===== src/rtl/cpu_pkg.sv =====
// rtl/cpu_pkg.sv - shared fetch-stage address constants and FSM state encoding
package cpu_pkg;

  localparam logic [31:0] RESET_PC  = 32'h0000_3000;
  localparam logic [31:0] EXC_ENTRY = 32'h0000_4180;
  localparam logic [31:0] IMEM_LO   = 32'h0000_3000;
  localparam logic [31:0] IMEM_HI   = 32'h0000_6FFC;

  typedef enum logic {
    BOOT = 1'b0,
    RUN  = 1'b1
  } fetch_state_e;

endpackage


===== src/rtl/npc_calc.sv =====
// rtl/npc_calc.sv - priority next-PC mux with jump and branch target arithmetic
module npc_calc
  import cpu_pkg::*;
#(
  parameter logic [31:0] EXC_ADDR = EXC_ENTRY
) (
  input  logic [31:0] pc_i,
  input  logic        stall_i,
  input  logic [31:0] d_pc_i,
  input  logic        br_taken_i,
  input  logic [15:0] br_off_i,
  input  logic        j_i,
  input  logic [25:0] j_index_i,
  input  logic        jr_i,
  input  logic [31:0] jr_tgt_i,
  input  logic        exc_req_i,
  input  logic        eret_i,
  input  logic [31:0] epc_i,
  output logic [31:0] npc_o
);

  logic [31:0] seq_pc;
  logic [31:0] d_pc4;
  logic [31:0] j_tgt;
  logic [31:0] br_tgt;

  // Redirect targets are relative to the instruction in D, not to the fetch PC.
  assign seq_pc = pc_i + 32'd4;
  assign d_pc4  = d_pc_i + 32'd4;
  assign j_tgt  = {d_pc4[31:28], j_index_i, 2'b00};
  assign br_tgt = d_pc4 + {{14{br_off_i[15]}}, br_off_i, 2'b00};

  always_comb begin
    npc_o = seq_pc;
    if (exc_req_i) begin
      npc_o = EXC_ADDR;
    end else if (eret_i) begin
      npc_o = epc_i;
    end else if (stall_i) begin
      npc_o = pc_i;
    end else if (jr_i) begin
      npc_o = jr_tgt_i;
    end else if (j_i) begin
      npc_o = j_tgt;
    end else if (br_taken_i) begin
      npc_o = br_tgt;
    end
  end

endmodule


===== src/rtl/pc_fetch_unit.sv =====
// rtl/pc_fetch_unit.sv - fetch PC register, BOOT/RUN FSM and fetch address check (PC_ALIGN_CHECK_EN)
module pc_fetch_unit
  import cpu_pkg::*;
#(
  parameter logic [31:0] BOOT_PC  = RESET_PC,
  parameter logic [31:0] EXC_ADDR = EXC_ENTRY
) (
  input  logic        clk,
  input  logic        reset_n,
  input  logic        stall_i,
  input  logic [31:0] d_pc_i,
  input  logic        br_taken_i,
  input  logic [15:0] br_off_i,
  input  logic        j_i,
  input  logic [25:0] j_index_i,
  input  logic        jr_i,
  input  logic [31:0] jr_tgt_i,
  input  logic        exc_req_i,
  input  logic        eret_i,
  input  logic [31:0] epc_i,
  output logic [31:0] pc_o,
  output logic        fetch_valid_o,
  output logic        flush_f_o,
  output logic        adel_o
);

  fetch_state_e state_q, state_d;
  logic [31:0]  pc_q, pc_d;
  logic [31:0]  npc;

  npc_calc #(
    .EXC_ADDR (EXC_ADDR)
  ) u_npc_calc (
    .pc_i       (pc_q),
    .stall_i    (stall_i),
    .d_pc_i     (d_pc_i),
    .br_taken_i (br_taken_i),
    .br_off_i   (br_off_i),
    .j_i        (j_i),
    .j_index_i  (j_index_i),
    .jr_i       (jr_i),
    .jr_tgt_i   (jr_tgt_i),
    .exc_req_i  (exc_req_i),
    .eret_i     (eret_i),
    .epc_i      (epc_i),
    .npc_o      (npc)
  );

  always_ff @(posedge clk) begin
    if (!reset_n) begin
      state_q <= BOOT;
      pc_q    <= BOOT_PC;
    end else begin
      state_q <= state_d;
      pc_q    <= pc_d;
    end
  end

  // BOOT spends one cycle with the reset PC invalid and ignores every redirect.
  always_comb begin
    state_d       = state_q;
    pc_d          = pc_q;
    fetch_valid_o = 1'b0;
    flush_f_o     = 1'b0;
    case (state_q)
      BOOT: begin
        state_d = RUN;
      end
      RUN: begin
        fetch_valid_o = 1'b1;
        flush_f_o     = exc_req_i | eret_i;
        pc_d          = npc;
      end
      default: begin
        state_d = BOOT;
      end
    endcase
  end

  assign pc_o = pc_q;

`ifdef PC_ALIGN_CHECK_EN
  assign adel_o = fetch_valid_o &
                  ((pc_q[1:0] != 2'b00) | (pc_q < IMEM_LO) | (pc_q > IMEM_HI));
`else
  assign adel_o = 1'b0;
`endif

endmodule

===== config.mk =====
export PLATFORM = sky130hd
export DESIGN_NAME = pc_fetch_unit
export DESIGN_NICKNAME = d
export VERILOG_FILES = /design/src/rtl/cpu_pkg.sv /design/src/rtl/npc_calc.sv /design/src/rtl/pc_fetch_unit.sv
export SDC_FILE = /design/constraint.sdc
export NUM_CORES = 1
export LEC_CHECK = 0
export BUFFER_PORTS_ARGS = -buffer_cell sky130_fd_sc_hd__buf_4
export CORE_MARGIN = 4
export CORE_UTILIZATION = 52
export DETAILED_ROUTE_END_ITERATION = 8
export GPL_ROUTABILITY_DRIVEN = 0
export GPL_TIMING_DRIVEN = 0
export PLACE_DENSITY = 0.9
export SLEW_MARGIN = 20
export SYNTH_ARGS = -nofsm -noshare
export SYNTH_HDL_FRONTEND = slang
export SYNTH_SLANG_ARGS = --single-unit
export TNS_END_PERCENT = 100

===== constraint.sdc =====
create_clock -name clk -period 5.6 [get_ports clk]
set_input_delay 1.12 -clock clk [delete_from_list [all_inputs] [get_ports clk]]
set_output_delay 1.12 -clock clk [all_outputs]
set_load 0.03 [all_outputs]

==> run metrics, run 1 <==
fin area=6590 µm²; initial antenna violation count=0; max frequency=223 MHz; Placed Area=6510 µm²; Crit-path slowest cell=or2_2; Die W=106 µm; Worst-Margin Slew=1.04 ns; distinct cell type count after synthesis=67; outcome=completed; Syn Area/Cell=6.92 µm²; Critical Path RT=5.80 ns; H-tree depth=2; crit path time final=4.49 ns; synthesis-stage register bit count=33; CP Cell Sequence=buf_4 -> and4_1 -> nand3_1 -> or2_2 -> nor2_1 -> xor2_1 -> ha_1 -> nand2_1 -> nor3_1 -> nand3_1 -> or3_1 -> nand2_1 -> o22ai_1 -> nor4b_1 -> a41oi_1 -> a221oi_1; Mapped Cells=724; Final Cycle Share=0.801; Synth Cell Area=5010 µm²; CP bufs+invs=1; CP top delay family=simple AND/OR/NAND/NOR gates; setup TNS=0 ns; Die Area=11300 µm²; max cap viols=0; Seq/Total Area, Yosys=0.132; RSZ-0062 raised after global routing=false; Vias=6596; Synth Net Count=907; Rel. slew slack=0.303; crit path DAT=4.69 ns; row count=35; Routed WL=19.3 mm; IO Port Bufs=178; leading cell type in the layout, fill and taps excluded=buf_4; Post-CTS Hold Buffers=0; hold slack=0.533 ns; TritonCTS buffer count=5; nets@finish=1092; asr flop ratio synth=0; post-cts gate resize count=0; M1 WL=7.34 mm; startpoint types=input port; top layer in use=met4; area delta synth->final=31.5%; EDFF count, synth=0; IO Pins=181; Tot GR Track Use=0.325; DR WL met2=8.56 mm; pin count of the biggest net entering global routing=20; worst min path class=flip-flop to flip-flop; Setup Skew=0.00787 ns; wire length on met3=2.48 mm; Die Span Y=106 µm; GR Overflow Total=0; Antenna Nets Post-Route=0; Detailed Place HPWL=15.5 mm; core box area=9330 µm²; DRC viols=0; routed length per instance=18.6 µm; Setup Buffers After CTS=0; ys flop type=dfxtp_1; leakage=2.82 nW; Initial Util=0.537; global-route wire length before repair=30.3 mm; Clk Latency, worst-skew pair=0.29 ns; clock sink count=33; vias per inst=6.35; # setup viols final=0; critical path class=input port to flip-flop; CP max stage delay=0.39 ns; Cell Pwr Density=146 nW/µm²; Yosys warnings=0; CTS max path bufs=2; layout cell share with drive strength beyond 1=0.220; vias in the first global route=6197; Final Max Slew Viols=0; Max FO, Critical Path=6; clock root buffer=clkbuf_8; VDD IR max=123 µV; commonest cells after routing, fill and taps aside=180 x buf_4, 87 x nand2_1, 68 x nor2_1; TritonCTS clock tree=done; Worst-path clk slew=0.08 ns; Hold Fails Final Rpt=0; Setup crit end kind=flip-flop; Iter 0 DRT Violations=593; Pre-Repair DR Iteration Count=6; diode count=0
-- cells by family (layout without fill, tap and decap cells) --
logic type / count (synthesis) / count (layout) / share of synthesized area
compound gates: 236 / 236 / 0.316
xor+xnor: 75 / 75 / 0.131
mux: 4 / 4 / 0.00799
other cells: 1 / 1 / 0.000748
simple gates: 283 / 283 / 0.276
buf+inv: 55 / 241 / 0.0434
flops: 33 / 33 / 0.132
fa+ha+maj: 37 / 37 / 0.0939
-- worst paths after layout --
path	slack (ns)	endpoint	start	cells past startpoint
setup / recovery	1.11	pc_o[25]$_SDFFE_PN0P_	d_pc_i[12]	16
hold reg to reg	0.53	pc_o[0]$_SDFFE_PN0P_	pc_o[0]$_SDFFE_PN0P_	2
setup reg to reg	2.80	pc_o[27]$_SDFFE_PN0P_	pc_o[2]$_SDFFE_PN0P_	9
hold / removal	0.53	pc_o[0]$_SDFFE_PN0P_	pc_o[0]$_SDFFE_PN0P_	2
-- area by class of cell --
type                    instances  area, µm²
multi-input cells             636       4130
fillers                       831       2740
repair buffers                178       1340
flip-flops and latches         33        661
well taps                     129        161
plain buffers                  37        150
clock buffers                   6       72.6
inverters                      18       67.6
clock inverters                 2       10.0
-- metal layers --
metal,track usage,vias up
met5,0,-
met4,0.153,0
met3,0.0729,93
met2,0.525,507
met1,0.411,2914
li1,-,3082
-- where the power goes --
| part | switching, mW | leakage (nW) | internal [mW] | total (mW) |
|---|---|---|---|---|
| sequential | 0.0195 | 0.270 | 0.247 | 0.266 |
| combinational | 0.291 | 2.51 | 0.220 | 0.512 |
| clock | 0.0982 | 0.0450 | 0.0863 | 0.185 |
| total | 0.409 | 2.82 | 0.553 | 0.962 |
-- registers in the layout, summed over array words and instances (netlist names) --
| signal | flops |
|---|---|
| state_q | 1 |
| pc_o | 32 |
-- metrics by stage --
stage / util / cells / power [mW] / worst slack [ns]
detailed placement: 0.698 / 1031 / 0.766 / 0.828
global placement: 0.698 / 1031 / 0.759 / 0.910
global route: 0.707 / 1039 / 1.01 / 0.849
floorplan: - / 724 / 0.567 / 1.33
finish: 0.707 / 1039 / 0.962 / 1.11
CTS: 0.707 / 1039 / 0.942 / 1.14
-- worst reg2reg max path: stages (launching register included) --
cell,delay [ns]
dfxtp_1,0.40
and2_1,0.14
clkbuf_1,0.31
nand4_1,0.28
nor2_1,0.51
nand4_1,0.20
xor2_1,0.18
a2111oi_0,0.43
nor2_1,0.08
a211oi_1,0.20
-- cells in the mapped netlist, types with 9 or more instances --
library cell	instances	area [µm²]
a22oi_1	17	128
o211ai_1	12	90.1
ha_1	36	450
nand4_1	20	125
and3_1	13	81.3
and4_1	9	78.8
a211oi_1	14	105
clkbuf_1	29	109
xor2_1	32	280
o21ai_0	50	250
nand3_1	37	185
inv_1	17	63.8
dfxtp_1	33	661
nand2_1	87	327
nor2_1	68	255
a21oi_1	53	265
xnor2_1	43	377
a21o_1	13	97.6
nor3_1	13	65.1
Note: power is estimated with default switching activity, not from simulation.
==> inputs of run 2 (changes only) <==
CORE_UTILIZATION = 47   (was 52)
PLACE_DENSITY = 0.86   (was 0.9)
clock period = 3.65 ns   (was 5.6 ns; I/O delays follow)
==> run 2 against run 1 <==
Compared with the run above:
- cell area increased by 8.0%
- final cell count increased by 2.2%
- combinational power is 71% higher
- clock-buffer cell count is 1 lower
- die area rose by 9.8%
- non-clock buffer count increased by 16
- clock skew up 0.0031 ns
- wire length rose by 8.9%
- largest power group unchanged
==> run metrics, run 2 (synthesis gave the netlist of run 1 again) <==
critical path class=input port to flip-flop; Placed Area=6570 µm²; Antenna Nets Post-Route=0; crit path DAT=3.86 ns; GR Overflow Total=0; max cap viols=0; leading cell type in the layout, fill and taps excluded=buf_4; Worst Hold Depth=2; fin area=7120 µm²; clock sink count=33; core box area=10400 µm²; CTS max path bufs=2; Max FO, Critical Path=10; Cell Pwr Density=222 nW/µm²; vias in the first global route=6168; setup TNS=0 ns; Final Max Slew Viols=0; Multi-input gate area=4460 µm²; H-tree depth=2; layout cell share with drive strength beyond 1=0.296; area occupied by registers=661 µm²; global-route wire length before repair=31.4 mm; routed length per instance=19.8 µm; diode count=0; Post-Place Setup Slack=-0.615 ns; Tot GR Track Use=0.305; WHS Endpoint=pc_o[1]$_SDFFE_PN0P_; startpoint types=input port; Iter 0 DRT Violations=849; Largest register FFs=32; r2r setup slk=0.87 ns; HP Start=pc_o[1]$_SDFFE_PN0P_; RSZ-0062 raised after global routing=true; hold slack=0.537 ns; Critical Path RT=3.87 ns; Die Area=12400 µm²; max frequency=275 MHz; # setup viols final=0; TritonCTS clock tree=done; initial antenna violation count=0; Reg2Reg Depth=9; commonest cells after routing, fill and taps aside=198 x buf_4, 82 x nand2_1, 67 x nor2_1; Worst-Margin Slew=1.17 ns; utilization after layout=0.687; Clk Latency, worst-skew pair=0.30 ns; Hold Fails Final Rpt=0; Die Span Y=111 µm; Post-CTS Hold Buffers=0; Detailed Place HPWL=15.9 mm; VDD IR max=184 µV; IO Port Bufs=178; Rel. slew slack=0.212; nets@finish=1108; row count=37; Routed WL=21.1 mm; Setup crit end kind=flip-flop; Final Cycle Share=0.996; IO Pins=181; Pre-Repair DR Iteration Count=8; vias per inst=6.37; pin count of the biggest net entering global routing=20; leakage=3.02 nW; Worst-path clk slew=0.08 ns; FF-to-FF Start=pc_o[2]$_SDFFE_PN0P_; total power=1.58 mW; # fillers=920; TritonCTS buffer count=5; RR Endpoint=pc_o[27]$_SDFFE_PN0P_; Die W=111 µm; worst min path class=flip-flop to flip-flop; outcome=completed; DRC viols=0; DP Cell Count=1038; fin worst setup slack=0.0137 ns; Setup Skew=0.0109 ns; Vias=6762; Non-Filler Instances=1062; clock root buffer=clkbuf_8; Initial Util=0.483; area delta synth->final=42.0%; crit path time final=3.64 ns
==> run 2: metal layers <==
layer | vias to the layer above | global-route usage | share of wire
li1 | 3105 | - | -
met3 | 107 | 0.0529 | 0.12
met5 | - | 0 | 0
met4 | 0 | 0.0989 | 0.045
met2 | 528 | 0.497 | 0.45
met1 | 3022 | 0.409 | 0.39
==> run 2: worst max-delay path by stage <==
stage / from / to
final: d_pc_i[4] / pc_o[31]$_SDFFE_PN0P_
after detailed placement: d_pc_i[2] / pc_o[25]$_SDFFE_PN0P_
after global placement: d_pc_i[4] / pc_o[25]$_SDFFE_PN0P_
after floorplan: d_pc_i[6] / pc_o[31]$_SDFFE_PN0P_
after CTS: d_pc_i[6] / pc_o[31]$_SDFFE_PN0P_
after global routing: d_pc_i[4] / pc_o[25]$_SDFFE_PN0P_
==> run 2: worst max-delay path, cell delays in order <==
cell      delay (ns)
buf_8           0.08
and4_1          0.21
buf_6           0.13
and4_4          0.25
nor3b_4         0.21
buf_4           0.14
nand3_1         0.11
xnor2_2         0.25
ha_2            0.39
a21oi_2         0.18
or3b_4          0.40
o311a_1         0.31
o21ai_2         0.08
a22o_1          0.16
nand2_1         0.06
o221ai_2        0.17
==> run 2: cell type report <==
cell class / instances / share of cell area
plain buffers: 30 / 0.0197
clock buffers: 5 / 0.00967
clock inverters: 3 / 0.00246
inverters: 18 / 0.00949
multi-input cells: 636 / 0.626
flip-flops and latches: 33 / 0.0928
well taps: 136 / 0.0239
repair buffers: 201 / 0.216
==> run 2: where the power goes <==
group          switching (mW)  internal, mW  leakage [nW]  total (mW)
combinational           0.488         0.388          2.70       0.876
clock                   0.162         0.132        0.0439       0.294
sequential             0.0310         0.379         0.270       0.410
==> run 2: what timing repair did <==
action / in CTS / in global routing
pin swaps: 16 / 39
resized for setup: 16 / 57
setup endpoints to repair: 6 / 12
buffers inserted: 10 / 13
